`src/rtl/spi_master_arbiter.sv`:
```
// spi_master_arbiter: Mode-0 SPI master shared round-robin between NUM_REQ requesters.
// Each requester owns one active-low chip select; transfers run MSB-first, up to MAX_WIDTH bits.
module spi_master_arbiter #(
  parameter int unsigned NUM_REQ   = 3,
  parameter int unsigned MAX_WIDTH = 8,
  parameter int unsigned LEN_W     = 4,
  parameter int unsigned CLK_DIV   = 2
) (
  input  logic                         clk,
  input  logic                         rst,
  input  logic [NUM_REQ-1:0]           req,
  input  logic [NUM_REQ*LEN_W-1:0]     req_len,
  input  logic [NUM_REQ*MAX_WIDTH-1:0] req_tx,
  output logic [NUM_REQ-1:0]           grant,
  output logic [NUM_REQ-1:0]           done,
  output logic [MAX_WIDTH-1:0]         rx_data,
  output logic                         busy,
  output logic                         spi_clk,
  output logic                         spi_mosi,
  input  logic                         spi_miso,
  output logic [NUM_REQ-1:0]           spi_cs_n
);

  localparam int unsigned PTR_W = (NUM_REQ > 1) ? $clog2(NUM_REQ) : 1;
  localparam int unsigned PH_W  = (CLK_DIV > 1) ? $clog2(CLK_DIV) : 1;

  typedef enum logic [2:0] {
    StIdle,
    StSetup,
    StClkHi,
    StClkLo,
    StHold,
    StGap
  } state_e;

  state_e                 r_state;
  logic [PH_W-1:0]        r_phase;
  logic [PTR_W-1:0]       r_last;
  logic [NUM_REQ-1:0]     r_grant;
  logic [NUM_REQ-1:0]     r_done;
  logic [MAX_WIDTH-1:0]   r_rx_data;
  logic                   r_busy;
  logic                   r_sclk;
  logic                   r_mosi;
  logic [NUM_REQ-1:0]     r_cs_n;
  logic [LEN_W-1:0]       r_len;
  logic [LEN_W-1:0]       r_bits;
  logic [MAX_WIDTH-1:0]   r_tx_sh;
  logic [MAX_WIDTH-1:0]   r_rx_sh;

  logic                   w_found;
  logic [PTR_W-1:0]       w_pick;
  logic [PTR_W-1:0]       w_cand;
  logic [NUM_REQ-1:0]     w_pick_oh;
  logic [LEN_W-1:0]       w_req_len;
  logic [LEN_W-1:0]       w_len_clamp;
  logic [MAX_WIDTH-1:0]   w_tx;
  logic [MAX_WIDTH-1:0]   w_tx_sh;
  logic                   w_ph_end;
  logic [MAX_WIDTH-1:0]   w_rx_next;

  // Round-robin search starting one past the last granted requester.
  always_comb begin
    w_found = 1'b0;
    w_pick  = '0;
    w_cand  = '0;
    for (int i = 0; i < NUM_REQ; i++) begin
      w_cand = PTR_W'((32'(r_last) + 32'(i) + 32'd1) % NUM_REQ);
      if (!w_found && req[w_cand]) begin
        w_found = 1'b1;
        w_pick  = w_cand;
      end
    end
  end

  // Selected requester's length (clamped) and left-justified TX word.
  always_comb begin
    w_pick_oh   = NUM_REQ'(1) << w_pick;
    w_req_len   = req_len[w_pick*LEN_W +: LEN_W];
    w_len_clamp = (w_req_len > LEN_W'(MAX_WIDTH)) ? LEN_W'(MAX_WIDTH) : w_req_len;
    w_tx        = req_tx[w_pick*MAX_WIDTH +: MAX_WIDTH];
    w_tx_sh     = w_tx << (LEN_W'(MAX_WIDTH) - w_len_clamp);
  end

  assign w_ph_end  = (r_phase == PH_W'(CLK_DIV - 1));
  assign w_rx_next = {r_rx_sh[MAX_WIDTH-2:0], spi_miso};

  // Arbitration and bus sequencing FSM; all bus outputs are registered here.
  always_ff @(posedge clk) begin
    if (rst) begin
      r_state   <= StIdle;
      r_phase   <= '0;
      r_last    <= PTR_W'(NUM_REQ - 1);
      r_grant   <= '0;
      r_done    <= '0;
      r_rx_data <= '0;
      r_busy    <= 1'b0;
      r_sclk    <= 1'b0;
      r_mosi    <= 1'b0;
      r_cs_n    <= '1;
      r_len     <= '0;
      r_bits    <= '0;
      r_tx_sh   <= '0;
      r_rx_sh   <= '0;
    end else begin
      r_done  <= '0;
      r_phase <= w_ph_end ? '0 : r_phase + 1'b1;
      case (r_state)
        StIdle: begin
          r_phase <= '0;
          if (w_found) begin
            r_grant <= w_pick_oh;
            r_busy  <= 1'b1;
            r_last  <= w_pick;
            r_len   <= w_len_clamp;
            r_tx_sh <= w_tx_sh;
            r_rx_sh <= '0;
            r_bits  <= '0;
            if (w_len_clamp == '0) begin
              // Empty transfer: skip the bus entirely and complete immediately.
              r_state   <= StGap;
              r_done    <= w_pick_oh;
              r_rx_data <= '0;
            end else begin
              r_state <= StSetup;
              r_cs_n  <= ~w_pick_oh;
              r_mosi  <= w_tx_sh[MAX_WIDTH-1];
            end
          end
        end
        StSetup: begin
          if (w_ph_end) begin
            r_state <= StClkHi;
            r_sclk  <= 1'b1;
            r_rx_sh <= w_rx_next;
          end
        end
        StClkHi: begin
          if (w_ph_end) begin
            r_state <= StClkLo;
            r_sclk  <= 1'b0;
            r_tx_sh <= r_tx_sh << 1;
            r_mosi  <= r_tx_sh[MAX_WIDTH-2];
            r_bits  <= r_bits + 1'b1;
          end
        end
        StClkLo: begin
          if (w_ph_end) begin
            if (r_bits == r_len) begin
              r_state <= StHold;
            end else begin
              r_state <= StClkHi;
              r_sclk  <= 1'b1;
              r_rx_sh <= w_rx_next;
            end
          end
        end
        StHold: begin
          if (w_ph_end) begin
            r_state   <= StGap;
            r_cs_n    <= '1;
            r_mosi    <= 1'b0;
            r_done    <= r_grant;
            // Received bits are already right-aligned with zeros above them.
            r_rx_data <= r_rx_sh;
          end
        end
        StGap: begin
          if (w_ph_end) begin
            r_state <= StIdle;
            r_grant <= '0;
            r_busy  <= 1'b0;
          end
        end
        default: r_state <= StIdle;
      endcase
    end
  end

  assign grant    = r_grant;
  assign done     = r_done;
  assign rx_data  = r_rx_data;
  assign busy     = r_busy;
  assign spi_clk  = r_sclk;
  assign spi_mosi = r_mosi;
  assign spi_cs_n = r_cs_n;

endmodule

```
`config.mk`:
```
export PLATFORM = sky130hd
export DESIGN_NAME = spi_master_arbiter
export DESIGN_NICKNAME = d
export VERILOG_FILES = /design/src/rtl/spi_master_arbiter.sv
export SDC_FILE = /design/constraint.sdc
export NUM_CORES = 1
export LEC_CHECK = 0
export BUFFER_PORTS_ARGS = -buffer_cell sky130_fd_sc_hd__buf_2
export CORE_MARGIN = 8
export CORE_UTILIZATION = 30
export CTS_CLUSTER_SIZE = 14
export DETAILED_ROUTE_END_ITERATION = 8
export GPL_TIMING_DRIVEN = 0
export PLACE_DENSITY_LB_ADDON = 0.1
export SYNTH_ARGS = -nofsm -noshare
export SYNTH_HDL_FRONTEND = slang
export SYNTH_SLANG_ARGS = --single-unit
```
`constraint.sdc`:
```
create_clock -name clk -period 4.3 [get_ports clk]
set_input_delay 0.645 -clock clk [delete_from_list [all_inputs] [get_ports clk]]
set_output_delay 0.645 -clock clk [all_outputs]
set_load 0.02 [all_outputs]
```
==> out/qor.yml <==
outcome:
  status: "finished, final reports clean"
worst_setup_path:
  worstPathArrival_ps: 4170
  worstSetupPathType: "flop to flop"
  worstRegToRegCells: 14
  worstReg2RegStart: "r_last[0]"
  regToRegSetupSlack_ps: 350
  startpoint: "r_last[0]"
  crit_end: "spi_mosi"
  crit_path_end_kind: "flop"
  r2r_end: "spi_mosi"
  required_ps: 4530
  start_kind: "flop"
  worstPathMaxFanout: 10
placed_design:
  place_hpwl_microns: 6840
  gp_congestion: 0.8015
  port_buffers: 61
  numPlacedInstances: 585
  post-place-ws_ps: -29.93
global_route:
  gr-total-overflow: 0
  grt_max_degree: 15
  grt_pass1_wl_microns: 14350
  grtUsageTotal_pct: 13.05
  antenna_found_initial: 0
  grt_pass1_vias: 2900
floorplanning:
  rows: 36
  die_area_sq_um: 13560
  die_w_microns: 116.4
  start_util_pct: 30.97
  core_area_sq_um: 9774
  die_h_microns: 116.4
  boundaryPins: 62
pwr:
  p_total_mw: 3.656
  cellLeakagePower_nw: 1.502
  ir_drop_mv: 0.4009
  p_per_area_nw_per_um2: 1010
detailed_routing:
  dr.pass1.iters: 4
  routed_via_density: 5.068
  wirelength_microns: 8718
  vias: 2990
  ant_nets: 0
  drc: 0
  drt_iter0_markers: 154
  wl_per_cell_microns: 14.78
min_path:
  hold_class: "flop to flop"
logic_synthesis:
  yosysUniqueCellTypes: 65
  ys_seq_elements: 49
  syn_inst: 391
  synth_ff_type: "dfxtp_1"
  synth_xor_area_share_pct: 2.274
  synth_top_family_by_area: "compound AO/OA/AOI/OAI gates"
  yosys.area_share.adder_pct: 2.480
  synth_compound_area_share_pct: 27.78
  seq_area_frac_synth_pct: 32.41
  muxShareOfSynthArea_pct: 5.498
  synth_area_sq_um: 3027
  synth_area_per_cell_sq_um: 7.741
  ys_async_sr_fraction_pct: 0
  yosysWarnings: 0
  syn-num-nets: 439
  synth_edf_count: 0
  synth-simple-area-share_pct: 24.22
clock_network:
  cts_tree: "built"
  ctsResizeCount: 2
  h-tree-depth: 2
  hold_buffers: 0
  clockBufferDepth: 2
  cts_root_buf: "clkbuf_8"
  clk_latency_ps: 300
  cts_setup_buffers: 0
  cts.sinks: 49
  cts.reportedPaths.clkPinSlew_ps: 90
  cts_buffers: 5
sta:
  hold_violations: 0
  timing.final.crit_period_ps: 3948
  final-setup-viol-count: 0
  worst_slack_ps: 352.2
  finClkSkew_ps: 9.212
  rsz0062_at_grt: "no"
  fmax_mhz: 253.3
  slew-limit-headroom_pct: 25.25
  slew_violations: 0
  fin_crit_sh_pct: 91.81
  tightest_slew_ps: 1113
final_layout:
  drive_above_1_share_pct: 21.44
  syn_to_final_growth_pct: 19.64
  n_antenna_cell: 0
  fin_cells: 590
  fin_nets: 505
job:
  maxCapViolCount: 0
==> where the power goes <==
group,internal [mW],leakage [nW],switching [mW],total (mW)
logic,1.02,1.05,1.69,2.71
clock network,0.169,0.0540,0.153,0.323
registers,0.560,0.399,0.0637,0.624
total,1.75,1.50,1.90,3.66
==> state kept, by name (all words and copies together) (netlist names) <==
signal / count
r_tx_sh: 7
busy: 1
rx_data: 8
spi_mosi: 1
r_rx_sh: 8
r_phase: 1
r_len: 4
r_last: 2
r_bits: 4
done: 3
grant: 3
r_state: 3
spi_cs_n: 3
spi_clk: 1
==> cells by family (layout without fill, tap and decap cells) <==
logic type	count (synthesis)	in the layout
flops	49	49
mux	15	15
xor+xnor	7	7
buf+inv	36	102
fa+ha+maj	6	6
simple gates	154	154
compound gates	124	124
==> per-stage QoR <==
step	cell area, sq um	utilization, %	setup TNS (ps)	hold WS (ps)
global route	3621	37.05	0	519.6
CTS	3620	37.03	0	476.1
floorplan	3027	-	0	436.4
finish	3621	37.05	0	476.8
detailed placement	3498	35.79	-29.93	461.9
global placement	3498	35.79	-75.15	457.9
==> cell type report <==
cell class | count | area (sq um)
fillers | 1083 | 6153
well taps | 133 | 166.4
multi-input cells | 306 | 1911
clock buffers | 5 | 68.82
flip-flops and latches | 49 | 980.9
clock inverters | 2 | 35.03
repair buffers | 61 | 305.3
inverters | 12 | 45.04
plain buffers | 22 | 108.9
==> layer usage <==
| layer | track usage (%) | share of wire, % | vias to the layer above |
|---|---|---|---|
| li1 | - | - | 1546 |
| met1 | 18.01 | 50 | 1396 |
| met2 | 20.92 | 46 | 43 |
| met3 | 2.223 | 3.6 | 5 |
| met4 | 2.334 | 0.44 | 0 |
| met5 | 0 | 0 | - |
==> cell usage in the layout, fill, tap and decap left out, drive strengths merged, types with 5 or more instances in the layout <==
cell and instances:
clkbuf 19, dfxtp 49, inv 12, nor2 62, ha 6, o22ai 5, buf 69, o21ai 21
nor3 15, mux2i 14, a22oi 12, nand2 32, a21oi 49, a31oi 7, nand3 15
==> worst min-delay path by stage <==
| stage | start | end | cells after the start |
|---|---|---|---|
| floorplan | r_tx_sh[0] | r_tx_sh[0] | 2 |
| global placement | r_tx_sh[0] | r_tx_sh[0] | 2 |
| detailed placement | r_tx_sh[0] | r_tx_sh[0] | 2 |
| CTS | r_tx_sh[0] | r_tx_sh[0] | 2 |
| global route | r_rx_sh[2] | r_rx_sh[3] | 2 |
| finish | r_tx_sh[0] | r_tx_sh[0] | 2 |
==> cell usage after synthesis, types with 3 or more instances <==
library cell  instances  area (sq um)
and3_1                4         25.02
nor2_1               59         221.5
xor2_1                3         26.28
o21bai_1              4         30.03
buf_2                 3         15.01
a211oi_1              3         22.52
nand4_1               4         25.02
ha_1                  6         75.07
o21ai_0              18         90.09
mux2i_1              13         130.1
dfxtp_1              49         980.9
and2_1                3         18.77
a31oi_1               7         43.79
a22oi_1              12         90.09
nand2_1              32         120.1
nand3_1              15         75.07
a21oi_1              48         240.2
inv_1                12         45.04
xnor2_1               3         26.28
o21ai_1               3         15.01
nor3_1               14         70.07
nor2_2                3         18.77
nand3b_1              4         30.03
o22ai_2               3         37.54
clkbuf_1             16         60.06
==> critical path: stages, from the launching register on <==
cell and delay (ps):
dfxtp_1 400, inv_1 80, ha_1 310, buf_4 170, nand2b_1 200, o221ai_2 250, a22o_1 250, buf_2 240
nand2_1 90, a31oi_2 290, o21ai_0 230, ha_2 320, xor2_4 320, mux4_2 560, o22ai_2 150
Note: power is estimated with default switching activity, not from simulation.
